## src/rtl/alu_pkg.sv

```systemverilog
// Shared types and defaults for the multicycle execute-stage ALU.
package alu_pkg;

    localparam int unsigned DEF_DATA_WIDTH = 32;
    localparam int unsigned DEF_SHAMT_W    = $clog2(DEF_DATA_WIDTH);

    typedef enum logic [3:0] {
        OP_ADD = 4'b0000,
        OP_SUB = 4'b0001,
        OP_XOR = 4'b0010,
        OP_OR  = 4'b0011,
        OP_AND = 4'b0100,
        OP_SLT = 4'b0101,
        OP_SRA = 4'b0110,
        OP_SRL = 4'b0111,
        OP_SLL = 4'b1000,
        OP_BNE = 4'b1010,
        OP_BLT = 4'b1011,
        OP_BGE = 4'b1100,
        OP_BEQ = 4'b1101
    } alu_op_e;

    typedef enum logic [1:0] {
        IDLE  = 2'd0,
        SHIFT = 2'd1,
        DONE  = 2'd2
    } alu_state_e;

    function automatic logic is_shift_op(input logic [3:0] op);
        return (op == OP_SRA) || (op == OP_SRL) || (op == OP_SLL);
    endfunction

endpackage

```

## src/rtl/alu_comb_core.sv

```systemverilog
// Single-cycle ALU datapath: add/sub/logic/slt and branch compares.
// Shift ops and undefined codes produce zero here; the top handles shifts.
module alu_comb_core
    import alu_pkg::*;
#(
    parameter int unsigned DATA_WIDTH = DEF_DATA_WIDTH
) (
    input  logic [3:0]            op_i,
    input  logic [DATA_WIDTH-1:0] a_i,
    input  logic [DATA_WIDTH-1:0] b_i,
    output logic [DATA_WIDTH-1:0] result_c_o,
    output logic                  br_c_o
);

    logic lt_s_c;
    logic eq_c;

    assign lt_s_c = $signed(a_i) < $signed(b_i);
    assign eq_c   = (a_i == b_i);

    always_comb begin
        result_c_o = '0;
        br_c_o     = 1'b0;
        case (op_i)
            OP_ADD:  result_c_o = a_i + b_i;
            OP_SUB:  result_c_o = a_i - b_i;
            OP_XOR:  result_c_o = a_i ^ b_i;
            OP_OR:   result_c_o = a_i | b_i;
            OP_AND:  result_c_o = a_i & b_i;
            OP_SLT:  result_c_o = DATA_WIDTH'(lt_s_c);
            OP_BNE:  br_c_o     = !eq_c;
            OP_BLT:  br_c_o     = lt_s_c;
            OP_BGE:  br_c_o     = !lt_s_c;
            OP_BEQ:  br_c_o     = eq_c;
            default: ;
        endcase
        // Branches also report the condition zero-extended on the result bus.
        if ((op_i == OP_BNE) || (op_i == OP_BLT) || (op_i == OP_BGE) || (op_i == OP_BEQ)) begin
            result_c_o = DATA_WIDTH'(br_c_o);
        end
    end

endmodule

```

## src/rtl/alu_multicycle.sv

```systemverilog
// Execute-stage ALU with valid/ready handshakes; shifts iterate SHIFT_STEP
// bits per cycle while everything else completes in one registered cycle.
module alu_multicycle
    import alu_pkg::*;
#(
    parameter int unsigned DATA_WIDTH = DEF_DATA_WIDTH,
    parameter int unsigned SHIFT_STEP = 1
) (
    input  logic                  clk,
    input  logic                  reset,
    input  logic                  flush,
    input  logic                  in_valid,
    output logic                  in_ready,
    input  logic [3:0]            Operation,
    input  logic [DATA_WIDTH-1:0] SrcA,
    input  logic [DATA_WIDTH-1:0] SrcB,
    output logic                  out_valid,
    input  logic                  out_ready,
    output logic [DATA_WIDTH-1:0] ALUResult,
    output logic                  BrTaken,
    output logic                  busy
);

    localparam int unsigned SHAMT_W = $clog2(DATA_WIDTH);
    localparam int unsigned STEP_W  = $clog2(SHIFT_STEP + 1);
    localparam int unsigned CNT_W   = (SHAMT_W > STEP_W) ? SHAMT_W : STEP_W;

    alu_state_e            state_q;
    alu_op_e               kind_q;
    logic [DATA_WIDTH-1:0] acc_q;
    logic [DATA_WIDTH-1:0] acc_d;
    logic [DATA_WIDTH-1:0] result_q;
    logic [CNT_W-1:0]      rem_q;
    logic [CNT_W-1:0]      rem_d;
    logic [CNT_W-1:0]      step_c;
    logic                  br_q;

    logic [DATA_WIDTH-1:0] core_result_c;
    logic                  core_br_c;
    logic                  accept_c;
    logic                  shift_op_c;
    logic [SHAMT_W-1:0]    shamt_c;

    alu_comb_core #(
        .DATA_WIDTH (DATA_WIDTH)
    ) u_core (
        .op_i       (Operation),
        .a_i        (SrcA),
        .b_i        (SrcB),
        .result_c_o (core_result_c),
        .br_c_o     (core_br_c)
    );

    assign in_ready   = !reset && !flush &&
                        ((state_q == IDLE) || ((state_q == DONE) && out_ready));
    assign accept_c   = in_valid && in_ready;
    assign shift_op_c = is_shift_op(Operation);
    assign shamt_c    = SrcB[SHAMT_W-1:0];

    assign out_valid = (state_q == DONE);
    assign busy      = (state_q == SHIFT);
    assign ALUResult = result_q;
    assign BrTaken   = br_q;

    // One shift iteration: move by min(SHIFT_STEP, rem).
    always_comb begin
        step_c = (rem_q > CNT_W'(SHIFT_STEP)) ? CNT_W'(SHIFT_STEP) : rem_q;
        rem_d  = rem_q - step_c;
        acc_d  = acc_q << step_c;
        case (kind_q)
            OP_SRA:  acc_d = DATA_WIDTH'($signed(acc_q) >>> step_c);
            OP_SRL:  acc_d = acc_q >> step_c;
            default: ;
        endcase
    end

    always_ff @(posedge clk) begin
        if (reset || flush) begin
            state_q  <= IDLE;
            kind_q   <= OP_ADD;
            acc_q    <= '0;
            rem_q    <= '0;
            result_q <= '0;
            br_q     <= 1'b0;
        end else begin
            case (state_q)
                IDLE, DONE: begin
                    if (accept_c) begin
                        if (shift_op_c && (shamt_c != '0)) begin
                            acc_q   <= SrcA;
                            rem_q   <= CNT_W'(shamt_c);
                            kind_q  <= alu_op_e'(Operation);
                            state_q <= SHIFT;
                        end else begin
                            result_q <= shift_op_c ? SrcA : core_result_c;
                            br_q     <= core_br_c;
                            state_q  <= DONE;
                        end
                    end else if ((state_q == DONE) && out_ready) begin
                        state_q <= IDLE;
                    end
                end
                SHIFT: begin
                    acc_q <= acc_d;
                    rem_q <= rem_d;
                    if (rem_d == '0) begin
                        result_q <= acc_d;
                        br_q     <= 1'b0;
                        state_q  <= DONE;
                    end
                end
                default: state_q <= IDLE;
            endcase
        end
    end

endmodule

```

## config.mk

```make
export PLATFORM = sky130hd
export DESIGN_NAME = alu_multicycle
export DESIGN_NICKNAME = d
export VERILOG_FILES = /design/src/rtl/alu_pkg.sv /design/src/rtl/alu_comb_core.sv /design/src/rtl/alu_multicycle.sv
export SDC_FILE = /design/constraint.sdc
export NUM_CORES = 1
export LEC_CHECK = 0
export ABC_AREA = 1
export CELL_PAD_IN_SITES_DETAIL_PLACEMENT = 0
export CELL_PAD_IN_SITES_GLOBAL_PLACEMENT = 1
export CORE_MARGIN = 4
export CORE_UTILIZATION = 37
export CTS_CLUSTER_DIAMETER = 150
export DETAILED_ROUTE_END_ITERATION = 6
export GPL_TIMING_DRIVEN = 0
export PLACE_DENSITY = 0.91
export SLEW_MARGIN = 20
export SYNTH_ARGS = -nofsm -noshare
export SYNTH_HDL_FRONTEND = slang
export SYNTH_SLANG_ARGS = --single-unit
```

## constraint.sdc

```tcl
create_clock -name clk -period 2.3 [get_ports clk]
set_input_delay 0.46 -clock clk [delete_from_list [all_inputs] [get_ports clk]]
set_output_delay 0.46 -clock clk [all_outputs]
set_load 0.02 [all_outputs]
```

==> impl_metrics.toml <==
[sta]
slew_violations = 0
rsz0062_at_grt = "yes"
relSlewSlack_pct = 48.6
period_minus_slack_ns = 2.26
hold_viol = 0
worstMarginPinSlew_ns = 0.771
fin_crit_sh_pct = 98.3
setup_viol = 0
whs_ns = 0.420
max_freq_mhz = 442
skew_ns = 0.00899

[synthesis]
ys_warn_count = 0
seq_area_frac_synth_pct = 15.4
yosysMostFrequentCell = "nand2_1"
synth_top_cell_by_area = "dfxtp_1"
synth_common_cells = "nand2_1 (392), inv_1 (205), a21oi_1 (160)"
synth-seq-cells = 76
synthesis.area_sq_mm = 0.00990
synth_edf_count = 0
syn_nets = 1850
avgSynthCellArea_sq_um = 5.93
yosys-top-cells-area = "dfxtp_1 (15%), nand2_1 (15%), ha_1 (13%)"
synthArstFlopShare_pct = 0
synth_cell_types = 58
synth_top_flop_cell = "dfxtp_1"
synth.top_cell.area_share_pct = 15.4
syn_inst = 1671

[clock_network]
ctsLongestPathBuffers = 2
clk_transition_reported_paths_ns = 0.06
cts_tree = "done"
cts.sinks = 76
cts_buffers = 9
root_buffer = "clkbuf_16"
clock_latency_ns = 0.35
htreeDepth = 3

[worst_setup_path]
cpMaxStageDelayCell = "fa_2"
cp-end-kind = "flip-flop"
critPathKind = "in -> reg"
slowest_delay_ns = 0.41
crit_path_end = "ALUResult[8]"
r2r_start = "kind_q[1]"
start_kind = "primary input"
reg2reg_slack_ns = 0.09
worstPathMaxFanout = 4
cp-startpoint = "SrcA[0]"
arrival_ns = 2.54
ff2ff_path_depth = 8
cpMostUsedCell = "buf_4"
timing.rr.end = "ALUResult[24]"
crit_path_cell_trace = "buf_4 > ha_4 > fa_2 > nand3_2 > nand2_4 > nand2_2 > o211ai_1 > buf_4 > buf_4 > o21ai_0 > a21oi_1 > nand2_1 > nand2_1 > a31oi_1"
cp_data_required_time_ns = 2.57

[floorplan]
dieArea_sq_mm = 0.0294
die_y_microns = 172
start_util_pct = 37.8
io_pins = 109
rows = 59
die_x_microns = 172
core_area_sq_mm = 0.0262

[hold_path]
min_path_type = "in -> reg"

[placed_design]
globalplace.congestion = 0.991
port_buffers = 108
dpl_cell_area_sq_mm = 0.0114
hpwl_mm = 36.8

[global_route]
overflow = 0
grt.total_usage_pct = 30.7
grt_first_pass_wirelength_mm = 70.1
antenna_found_initial = 0
grt_pass1_vias = 12300
grt_max_degree = 15

[drt]
drt_iter0_markers = 1152
first_pass_iters = 6
ant_nets = 0
totalWireLength_mm = 47.4
drc = 0
vias = 12900
viasPerCell = 5.81
routedWlPerCell_microns = 21.4

[outcome]
status = "finished, final reports clean"

[power_and_ir_drop]
power_leakage_nw = 6.07
p_per_area_mw_per_mm2 = 386
peakVddDrop_v = 0.000397

[job]
maxCapViolCount = 0

[layout]
nNetsFinal = 2060
syn2layout_area_growth_pct = 41.0
drive_above_1_share_pct = 30.1
nFillCells = 2701
stdcell_area_sq_mm = 0.0140
[cell type report]
cell class / count / area (sq um) / share of cell area [%]
diodes: 1 / 2.50 / 0.0179
plain buffers: 73 / 500 / 3.59
clock buffers: 9 / 225 / 1.61
clock inverters: 6 / 71.3 / 0.511
inverters: 222 / 881 / 6.31
multi-input cells: 1296 / 8710 / 62.4
flip-flops and latches: 76 / 1520 / 10.9
well taps: 335 / 419 / 3.00
repair buffers: 203 / 1630 / 11.7
[through the flow]
step / cells / power (W) / setup TNS, ns / util [%] / setup WS (ns)
after global routing: 2220 / 0.00560 / -0.434 / 53.3 / -0.0690
after floorplan: 1671 / 0.00246 / 0 / - / 0.104
after global placement: 2114 / 0.00313 / -47.71 / 43.5 / -1.35
after CTS: 2197 / 0.00507 / 0 / 50.5 / 0.000688
final: 2221 / 0.00539 / 0 / 53.3 / 0.0380
after detailed placement: 2114 / 0.00314 / -49.23 / 43.5 / -1.38
[timing repair]
action                                  4_1_cts  5_1_grt
resized for setup                           509      233
gates cloned                                  1        1
hold buffers                                  0        0
setup buffers                                70       23
pin swaps                                    80       63
endpoints found under the setup margin       64       69
[per-layer routing]
layer / vias up / routed length [microns] / global-route usage [%]
met5: - / 0 / 0
met4: 0 / 2250 / 12.0
met3: 146 / 3540 / 4.21
met2: 605 / 21900 / 51.9
met1: 6087 / 19800 / 39.6
li1: 6060 / - / -
[report_power, final]
group          internal [W]  total [W]  switching (W)
clock network      0.000847    0.00147       0.000626
logic              0.000948    0.00257        0.00163
registers           0.00133    0.00134      0.0000113
total               0.00313    0.00539        0.00226
[layout by cell type, fill, tap and decap left out, types with 7 or more instances in the layout]
cell,Yosys,routed
a21oi_1,160,110
a21oi_2,4,37
a21oi_4,1,18
a31oi_1,42,42
buf_2,33,36
buf_4,5,101
buf_6,3,19
clkbuf_1,31,19
clkbuf_16,0,9
clkbuf_2,1,20
clkbuf_4,0,9
clkdlybuf4s50_1,0,38
dfxtp_1,76,75
dlygate4sd2_1,0,20
ha_1,104,79
ha_4,0,25
inv_1,205,153
inv_2,16,55
inv_4,1,8
inv_6,0,7
nand2_1,392,325
nand2_2,5,56
nand2_4,0,15
nand3_1,145,117
nand3_2,2,26
nand4_1,13,13
nor2_1,124,75
nor2_2,10,28
nor2_4,1,32
nor3_1,16,11
o211ai_1,27,27
o21ai_0,130,102
o21ai_1,11,22
o21ai_2,0,14
o22ai_1,25,25
[worst max-delay path: cells and delay by family]
| kind | cells | cell delay [ns] |
|---|---|---|
| AOI/OAI and AO/OA | 4 | 0.60 |
| adders and majority gates | 2 | 0.59 |
| buffers and inverters | 3 | 0.46 |
| and+or+nand+nor | 5 | 0.42 |
[logic make-up (layout without fill, tap and decap cells)]
family,after synthesis,after routing,synth area share (%)
and+or+nand+nor,732,732,31.8
AOI/OAI and AO/OA,449,449,26.2
buffers and inverters,299,513,12.2
adders and majority gates,106,106,13.5
DFF,76,76,15.4
muxes,6,6,0.607
xor gates and xnor gates,3,3,0.265
other,0,1,0
[worst min-delay path by stage]
stage	startpoint	endpoint	slack, ns	cells after the start
after global placement	kind_q[1]	kind_q[1]	0.46	2
after global routing	SrcB[0]	rem_q[0]	0.43	3
final	SrcB[0]	rem_q[0]	0.42	3
after floorplan	kind_q[1]	kind_q[1]	0.46	2
after detailed placement	BrTaken	BrTaken	0.47	2
after CTS	SrcA[19]	acc_q[19]	0.46	3
[state kept, by name, summed over array words and instances, names as in the netlist]
name and count:
ALUResult 32, acc_q 32, rem_q 5, kind_q 4
state_q 2, BrTaken 1
Note: power is estimated with default switching activity, not from simulation.
